[src/rtl/sprite_motion_ctrl.sv]
// Sprite position controller: frame-synchronous bouncing motion with pause and speed keys.
// Define SPRITE_MOTION_CTRL_Y_EN to compile in vertical motion; otherwise spr_y is tied to 0.
module sprite_motion_ctrl #(
  parameter int SCREEN_W = 480,
  parameter int SCREEN_H = 272,
  parameter int SPR_W    = 50,
  parameter int SPR_H    = 100
) (
  input  logic       clock,
  input  logic       reset,
  input  logic       tick,
  input  logic       key_pause,
  input  logic       key_faster,
  input  logic       key_slower,
  input  logic [8:0] x,
  input  logic [8:0] y,
  output logic [8:0] spr_x,
  output logic [8:0] spr_y,
  output logic       hit,
  output logic [2:0] speed,
  output logic       paused,
  output logic [7:0] bounce_cnt
);
  typedef enum logic [1:0] {IDLE, RUN, PAUSE} state_t;

  localparam logic signed [9:0] X_MAX = 10'(SCREEN_W - SPR_W);

  state_t            r_state, w_state_nxt;
  logic              r_pause_d, r_faster_d, r_slower_d;
  logic              r_pending, r_dir_x_neg, r_hit;
  logic [8:0]        r_spr_x;
  logic [2:0]        r_speed;
  logic [7:0]        r_bounce;
  logic              w_frame_start, w_step;
  logic              w_pause_edge, w_fast_edge, w_slow_edge;
  logic signed [9:0] w_spd, w_x_cur, w_x_nxt;
  logic              w_x_hi, w_x_lo, w_y_bounce;
  logic [8:0]        w_spr_y;

  assign w_frame_start = (x == 9'd0) && (y == 9'd0);
  assign w_pause_edge  = key_pause  & ~r_pause_d;
  assign w_fast_edge   = key_faster & ~r_faster_d;
  assign w_slow_edge   = key_slower & ~r_slower_d;

  // A pause edge wins over a coincident frame start: no step is taken that cycle.
  always_comb begin
    w_state_nxt = r_state;
    w_step      = 1'b0;
    case (r_state)
      IDLE:    if (w_frame_start) w_state_nxt = RUN;
      RUN:     if (w_pause_edge) w_state_nxt = PAUSE;
               else if (w_frame_start && (r_pending || tick)) w_step = 1'b1;
      PAUSE:   if (w_pause_edge) w_state_nxt = RUN;
      default: w_state_nxt = IDLE;
    endcase
  end

  // Signed 10-bit arithmetic so an underflow past 0 shows up as negative.
  assign w_spd   = signed'({7'd0, r_speed});
  assign w_x_cur = signed'({1'b0, r_spr_x});
  assign w_x_nxt = r_dir_x_neg ? (w_x_cur - w_spd) : (w_x_cur + w_spd);
  assign w_x_hi  = w_x_nxt > X_MAX;
  assign w_x_lo  = w_x_nxt < 10'sd0;

  always_ff @(posedge clock) begin
    if (reset) begin
      r_state     <= IDLE;
      r_pause_d   <= 1'b0;
      r_faster_d  <= 1'b0;
      r_slower_d  <= 1'b0;
      r_pending   <= 1'b0;
      r_dir_x_neg <= 1'b0;
      r_spr_x     <= 9'd0;
      r_speed     <= 3'd1;
      r_bounce    <= 8'd0;
      r_hit       <= 1'b0;
    end else begin
      r_state    <= w_state_nxt;
      r_pause_d  <= key_pause;
      r_faster_d <= key_faster;
      r_slower_d <= key_slower;
      r_pending  <= (r_state == RUN) && !w_pause_edge && !w_step && (r_pending || tick);
      if (w_step) begin
        if (w_x_hi) begin
          r_spr_x     <= X_MAX[8:0];
          r_dir_x_neg <= 1'b1;
        end else if (w_x_lo) begin
          r_spr_x     <= 9'd0;
          r_dir_x_neg <= 1'b0;
        end else begin
          r_spr_x     <= w_x_nxt[8:0];
        end
        r_bounce <= r_bounce + 8'(w_x_hi || w_x_lo) + 8'(w_y_bounce);
      end
      if (w_fast_edge && !w_slow_edge && r_speed != 3'd7)
        r_speed <= r_speed + 3'd1;
      else if (w_slow_edge && !w_fast_edge && r_speed != 3'd1)
        r_speed <= r_speed - 3'd1;
      r_hit <= ({1'b0, x} >= {1'b0, r_spr_x}) && ({1'b0, x} < {1'b0, r_spr_x} + 10'(SPR_W)) &&
               ({1'b0, y} >= {1'b0, w_spr_y}) && ({1'b0, y} < {1'b0, w_spr_y} + 10'(SPR_H));
    end
  end

`ifdef SPRITE_MOTION_CTRL_Y_EN
  localparam logic signed [9:0] Y_MAX = 10'(SCREEN_H - SPR_H);
  logic              r_dir_y_neg;
  logic [8:0]        r_spr_y;
  logic signed [9:0] w_y_nxt;
  logic              w_y_hi, w_y_lo;

  assign w_y_nxt    = r_dir_y_neg ? (signed'({1'b0, r_spr_y}) - w_spd) : (signed'({1'b0, r_spr_y}) + w_spd);
  assign w_y_hi     = w_y_nxt > Y_MAX;
  assign w_y_lo     = w_y_nxt < 10'sd0;
  assign w_y_bounce = w_step && (w_y_hi || w_y_lo);
  assign w_spr_y    = r_spr_y;

  always_ff @(posedge clock) begin
    if (reset) begin
      r_spr_y     <= 9'd0;
      r_dir_y_neg <= 1'b0;
    end else if (w_step) begin
      if (w_y_hi) begin
        r_spr_y     <= Y_MAX[8:0];
        r_dir_y_neg <= 1'b1;
      end else if (w_y_lo) begin
        r_spr_y     <= 9'd0;
        r_dir_y_neg <= 1'b0;
      end else begin
        r_spr_y     <= w_y_nxt[8:0];
      end
    end
  end
`else
  assign w_y_bounce = 1'b0;
  assign w_spr_y    = 9'd0;
`endif

  assign spr_x      = r_spr_x;
  assign spr_y      = w_spr_y;
  assign hit        = r_hit;
  assign speed      = r_speed;
  assign paused     = (r_state == PAUSE);
  assign bounce_cnt = r_bounce;
endmodule

[config.mk]
export PLATFORM = sky130hd
export DESIGN_NAME = sprite_motion_ctrl
export DESIGN_NICKNAME = d
export VERILOG_FILES = /design/src/rtl/sprite_motion_ctrl.sv
export SDC_FILE = /design/constraint.sdc
export NUM_CORES = 1
export LEC_CHECK = 0
export CAP_MARGIN = 10
export CELL_PAD_IN_SITES_DETAIL_PLACEMENT = 0
export CELL_PAD_IN_SITES_GLOBAL_PLACEMENT = 1
export CORE_MARGIN = 2
export CORE_UTILIZATION = 37
export CTS_CLUSTER_DIAMETER = 200
export DETAILED_ROUTE_END_ITERATION = 10
export GPL_ROUTABILITY_DRIVEN = 0
export PLACE_DENSITY_LB_ADDON = 0.1
export SKIP_LAST_GASP = 1
export SYNTH_ARGS = -nofsm -noshare
export SYNTH_HDL_FRONTEND = slang
export SYNTH_SLANG_ARGS = --single-unit
[constraint.sdc]
create_clock -name clock -period 4.9 [get_ports clock]
set_input_delay 0.98 -clock clock [delete_from_list [all_inputs] [get_ports clock]]
set_output_delay 0.98 -clock clock [all_outputs]
set_load 0.03 [all_outputs]
==> results by group, run 1 <==
Logic synthesis
  • Yosys cell types: 49
  • Synth top area share: 24.3%
  • Register area share after synthesis: 24.3%
  • Flop and latch count out of synthesis: 28
  • Yosys top cell by area: dfxtp_1
  • EDFF count, synth: 0
  • YS warnings: 0
  • Largest cells by area after synthesis: dfxtp_1, ha_1, xnor2_1
  • Post-Synthesis Cells: 282
  • Synth async-reset ratio: 0%
  • Mapped Area: 0.00231 mm^2
  • Primary FF master, synth: dfxtp_1
  • Avg Synthesized Cell Area: 8.19 um^2

Timing
  • Fin Clk Skew: 0.00694 ns
  • F_max: 0.251 GHz
  • Slew Viols, Final: 0
  • Part of the cycle the worst path needs: 81.4%
  • Sum of negative setup slack: 0 ns
  • Slew headroom: 57.8%
  • Final hold vios: 0
  • Worst-Margin Slew: 0.633 ns
  • Crit path time final: 3.99 ns
  • Final setup fails: 0
  • RSZ-0062 raised after global routing: false

Floorplanning
  • Initial core utilization: 38.6%
  • Die area: 0.00689 mm^2
  • Die H: 83.0 um
  • Core Region: 0.00599 mm^2
  • Ports: 55
  • Die Span X: 83.0 um
  • FP Rows: 28

Drt
  • Antenna-violating nets left: 0
  • Starting DRT DRC Count: 55
  • DRC viols: 0
  • Routed vias/inst: 5.19
  • Vias: 2081
  • Routed WL: 5.49 mm
  • Routed WL per cell: 13.7 um
  • Pre-antenna DRT Iters: 4

Clock network
  • CTS resizes: 0
  • Clock Sinks: 28
  • Max Root-Sink Buffers: 2
  • CTS Root Cell: clkbuf_8
  • Latest clock arrival within the worst-skew pair: 0.28 ns
  • Worst-path clk slew: 0.10 ns
  • Hold_buf cts: 0
  • Num CTS Buffers: 3
  • Post-CTS setup buffers: 0
  • H-tree depth: 1
  • CTS tree: yes

GRT
  • Initial antenna violation count: 0
  • Global route overflow: 0
  • Pin count of the biggest net entering global routing: 28
  • First-pass GRT wire length: 9.27 mm
  • All-layer global routing usage: 15.9%
  • Vias in the first global route: 1978

Setup path
  • Setup CP Type: flop to flop
  • Critical Path Source Type: flop
  • CP Data Required Time: 5.07 ns
  • Crit path DAT: 4.16 ns
  • Worst-path maximum fanout: 9
  • Worst setup EP type: flop

Run status
  • Status: completed

Final layout
  • Most common cell after layout, fill and taps aside: clkdlybuf4s50_1
  • Area Growth Syn to Fin: 24.2%
  • Post-Layout Cell Count: 401
  • Multi-input gate area: 0.00161 mm^2
  • Reg area: 561 um^2
  • N_diodes: 0
  • Fillers: 610
  • Nets: 386
  • Most frequent cells in the layout: clkdlybuf4s50_1, ha_1, dfxtp_1
  • Share of post-route cells with drive strength above 1: 4.91%

Power and ir drop
  • PD cells: 204 mW/mm^2
  • Pleak: 0.00116 uW
  • Peak supply drop: 0.169 mV

Hold path
  • Hold Crit Class: flop to flop

Placement
  • Port buffer count: 45
  • DP Wirelength: 4.44 mm
  • Placed Cells: 397

Flow run
  • Max_cap viols: 0
where the power goes:
group | total (uW) | leakage (uW) | switching [uW] | internal [uW]
combinational | 165 | 0.000898 | 91.5 | 73.1
clock | 184 | 0.0000357 | 74.7 | 109
sequential | 237 | 0.000227 | 5.35 | 232
total | 586 | 0.00116 | 172 | 415
cells by family after synthesis:
logic type / share of synthesized area, %
multiplexers: 2.11
XOR/XNOR: 7.58
flip-flops: 24.3
other: 0.162
buffers and inverters: 7.31
adder cells (fa/ha/maj): 19.3
AND/OR/NAND/NOR: 23.1
AO/OA/AOI/OAI: 16.2
routing by layer:
metal | global-route usage [%] | share of wire (%) | vias to the layer above
li1 | - | - | 1084
met1 | 22.2 | 50 | 941
met2 | 25.8 | 45 | 51
met3 | 2.98 | 3.9 | 5
met4 | 2.68 | 0.66 | 0
met5 | 0 | 0 | -
area by class of cell:
cell class / count / area share, %
multi-input cells: 228 / 56.1
flip-flops and latches: 28 / 19.5
repair buffers: 46 / 16.0
well taps: 75 / 3.27
inverters: 20 / 2.62
clock buffers: 3 / 1.44
clock inverters: 1 / 1.05
cell usage after synthesis, types with 2 or more instances:
| master | instances |
|---|---|
| nand2b_1 | 6 |
| nand3_1 | 6 |
| xnor2_1 | 11 |
| o21ai_0 | 7 |
| o22ai_1 | 2 |
| buf_4 | 9 |
| nand4_1 | 5 |
| o21a_1 | 4 |
| inv_1 | 20 |
| a211oi_1 | 3 |
| o2111ai_1 | 2 |
| a21oi_1 | 16 |
| a32o_1 | 2 |
| and3_1 | 6 |
| o31ai_1 | 2 |
| nand2_1 | 25 |
| or2_2 | 3 |
| ha_1 | 34 |
| or3_1 | 2 |
| nor3b_1 | 2 |
| nor4_1 | 3 |
| a221oi_1 | 4 |
| nor2_4 | 2 |
| dfxtp_1 | 28 |
| a2111oi_0 | 2 |
| a31oi_1 | 3 |
| mux2i_1 | 2 |
| clkbuf_1 | 3 |
| nor2_1 | 23 |
| nor3_1 | 12 |
| xor2_1 | 9 |
| nor2b_1 | 7 |
stage by stage:
step	power, uW	util, %	area [um^2]	hold WS, ns	worst slack, ns
after CTS	593	47.9	2870	0.495	0.883
after detailed placement	407	46.7	2800	0.481	0.893
after global routing	624	47.9	2870	0.521	0.531
after floorplan	360	-	2340	0.505	1.03
final	586	47.9	2870	0.488	0.913
after global placement	406	46.7	2800	0.482	0.998
state kept, by name, summed over array words and instances, names as in the netlist:
name         cells
r_state          2
speed            3
r_slower_d       1
r_pause_d        1
bounce_cnt       8
spr_x            9
r_dir_x_neg      1
r_pending        1
r_faster_d       1
hit              1
critical path: stages (launching register included):
cell,delay [ns]
dfxtp_1,0.43
inv_1,0.10
ha_1,0.33
mux2i_1,0.13
fa_1,0.46
a211oi_1,0.34
nor3b_1,0.12
or4_1,0.40
a31o_2,0.27
xor2_1,0.17
nand3_1,0.28
nand2_1,0.14
ha_1,0.21
ha_1,0.20
nand4_1,0.11
xor2_1,0.14
nor2_1,0.05
final timing paths:
path	from	slack [ns]	depth (start not counted)	endpoint
max	speed[0]	0.91	16	bounce_cnt[6]
min	bounce_cnt[0]	0.49	2	bounce_cnt[0]
max reg2reg	speed[0]	0.91	16	bounce_cnt[6]
min reg2reg	bounce_cnt[0]	0.49	2	bounce_cnt[0]
(Power assumes the default switching activity.)
==> run 2, diff against run 1 <==
Clock period 4.9 ns to 3.7 ns, I/O delays scaled along.
==> results by group, run 2 (synthesized netlist as in run 1, its figures left out) <==
Clock network
  • CTS tree: yes
  • Max Root-Sink Buffers: 2 (unchanged)
  • H-tree depth: 1 (unchanged)
  • Latest clock arrival within the worst-skew pair: 0.29 ns (about the same)
  • Clock Sinks: 28 (unchanged)
  • Worst-path clk slew: 0.11 ns (about the same)
  • CTS Root Cell: clkbuf_8
  • Hold_buf cts: 0 (unchanged)
  • Num CTS Buffers: 3 (unchanged)

Timing
  • Final hold slack: 0.523 ns (+0.0353 ns)
  • Worst-Margin Slew: 0.502 ns (-0.131 ns)
  • Slew Viols, Final: 0 (unchanged)
  • Slew headroom: 65.6% (+7.9 points)
  • Fin Clk Skew: 0.00744 ns (+0.000507 ns)
  • Final setup fails: 0 (unchanged)
  • Final hold vios: 0 (unchanged)
  • Sum of negative setup slack: 0 ns (unchanged)
  • Crit path time final: 3.47 ns (-0.521 ns)
  • F_max: 0.288 GHz (+15%)
  • RSZ-0062 raised after global routing: false
  • Part of the cycle the worst path needs: 93.7% (+12 points)

Hold path
  • Hold path depth: 2 (unchanged)
  • Hold Crit Class: flop to flop
  • Hold Crit Start: bounce_cnt[0]
  • Worst Hold End: bounce_cnt[0]

Floorplanning
  • Initial core utilization: 38.6% (unchanged)
  • Die H: 83.0 um (unchanged)
  • Die area: 0.00689 mm^2 (unchanged)
  • Core Region: 0.00599 mm^2 (unchanged)
  • Die Span X: 83.0 um (unchanged)
  • Ports: 55 (unchanged)
  • FP Rows: 28 (unchanged)

Power and ir drop
  • Internal power: 563 uW (+36%)
  • Clk pwr share: 31.6% (+0.2 points)
  • Peak supply drop: 0.237 mV (+40%)
  • Net Sw Frac: 30.2% (+0.97 points)
  • Net switching power: 244 uW (+42%)
  • Sequential power share: 38.5% (-2.0 points)
  • PD cells: 271 mW/mm^2 (+33%)
  • Pleak: 0.00119 uW (+3.0%)
  • Power share of the combinational group: 29.9% (+1.8 points)

GRT
  • Initial antenna violation count: 0 (unchanged)
  • Vias in the first global route: 2037 (+3.0%)
  • All-layer global routing usage: 16.7% (+0.82 points)
  • Global route overflow: 0 (unchanged)
  • First-pass GRT wire length: 9.72 mm (+4.8%)
  • Pin count of the biggest net entering global routing: 17 (-39%)

Placement
  • Port buffer count: 45 (unchanged)
  • DP Wirelength: 4.57 mm (+2.9%)
  • Placed Cells: 405 (+2.0%)
  • Placed inst area: 0.00287 mm^2 (+2.4%)

Setup path
  • FF-to-FF End: bounce_cnt[6]
  • CP Data Required Time: 3.87 ns (-1.20 ns)
  • R2R cell count: 17 (+1)
  • Setup CP Type: flop to flop
  • Critical Path Source Type: flop
  • Worst setup EP type: flop
  • Crit path DAT: 3.64 ns (-0.52 ns)
  • Flop-to-flop setup slack: 0.23 ns (-0.68 ns)
  • FF-to-FF Start: speed[0]
  • Worst-path maximum fanout: 4 (-5)

Run status
  • Status: completed

Drt
  • DRC viols: 0 (unchanged)
  • Vias: 2098 (+0.82%)
  • Starting DRT DRC Count: 76 (+38%)
  • Routed WL: 5.75 mm (+4.8%)
  • Routed WL per cell: 14.0 um (+2.5%)
  • Pre-antenna DRT Iters: 4 (unchanged)
  • Routed vias/inst: 5.12 (-1.4%)
  • Antenna-violating nets left: 0 (unchanged)

Final layout
  • Most common cell after layout, fill and taps aside: clkdlybuf4s50_1
  • Design area: 0.00297 mm^2 (+3.7%)
  • Share of post-route cells with drive strength above 1: 9.85% (+4.9 points)
  • Most frequent cells in the layout: clkdlybuf4s50_1, ha_1, dfxtp_1
  • Post-Layout Cell Count: 410 (+2.2%)
  • Area Growth Syn to Fin: 28.8%
  • Nets: 395 (+2.3%)
  • Fillers: 600 (-1.6%)
  • N_diodes: 0 (unchanged)
  • Max reg flops: 9 (unchanged)

Flow run
  • Max_cap viols: 0 (unchanged)
run 2: cell count changes in the layout (fill, tap and decap cells not counted), moves of 2 or more:
| cell | previous run | this run |
|---|---|---|
| dfxtp_1 | 28 | 26 |
| ha_1 | 34 | 32 |
| buf_4 | 1 | 10 |
| dfxtp_2 | 0 | 2 |
run 2: power groups by stage:
stage | combinational, uW | clock, uW | sequential, uW
finish | 241 | 255 | 310
CTS | 235 | 262 | 310
floorplan | 148 | 0 | 330
detailed placement | 233 | 0 | 317
global placement | 233 | 0 | 317
global route | 272 | 272 | 311
run 2: how the worst max path moves through the flow:
stage / cells past startpoint / startpoint / to / slack (ns)
after floorplan: 16 / speed[0] / bounce_cnt[6] / 0.04
after global placement: 16 / speed[0] / bounce_cnt[6] / 0.17
after detailed placement: 16 / speed[0] / bounce_cnt[6] / 0.14
after CTS: 16 / speed[0] / bounce_cnt[6] / 0.09
after global routing: 17 / speed[0] / bounce_cnt[6] / 0.01
final: 17 / speed[0] / bounce_cnt[6] / 0.23
run 2: metrics by stage:
step,setup WS [ns],power [uW],utilization (%)
final,0.233,807,49.6
after global routing,0.0122,855,49.6
after CTS,0.0908,807,49.0
after detailed placement,0.135,550,47.8
after global placement,0.167,550,47.8
after floorplan,0.0373,478,-
run 2: worst max-delay path, cell delays in order (launching register included):
cell	delay, ns
dfxtp_2	0.34
inv_1	0.05
ha_1	0.19
ha_1	0.28
mux2i_1	0.15
ha_1	0.28
a211oi_2	0.25
nor3b_1	0.10
or4_1	0.40
a31o_2	0.27
xor2_2	0.15
nand3_2	0.10
nand2_2	0.10
ha_4	0.14
ha_2	0.19
nand4_1	0.11
xor2_1	0.18
nor2_1	0.05
run 2: routing by layer:
metal / GRT usage [%] / wire [um] / vias up
met3: 2.88 / 185 / 4
met4: 2.24 / 25 / 0
met5: 0 / 0 / -
li1: - / - / 1096
met1: 23.0 / 2860 / 966
met2: 28.0 / 2680 / 32
run 2: layout make-up:
class                           count  area [um^2]  share of cell area [%]
Sequential cell                    28          563                    18.9
Clock buffer                        3         41.3                    1.39
Clock inverter                      1         30.0                    1.01
Timing Repair Buffer               55          526                    17.7
Inverter                           20         75.1                    2.52
Tap cell                           75         93.8                    3.16
Multi-Input combinational cell    228         1650                    55.3
run 2: timing repair:
item | in CTS | in global routing
setup buffers | 0 | 1
resized for setup | 0 | 6
setup endpoints to repair | 0 | 4
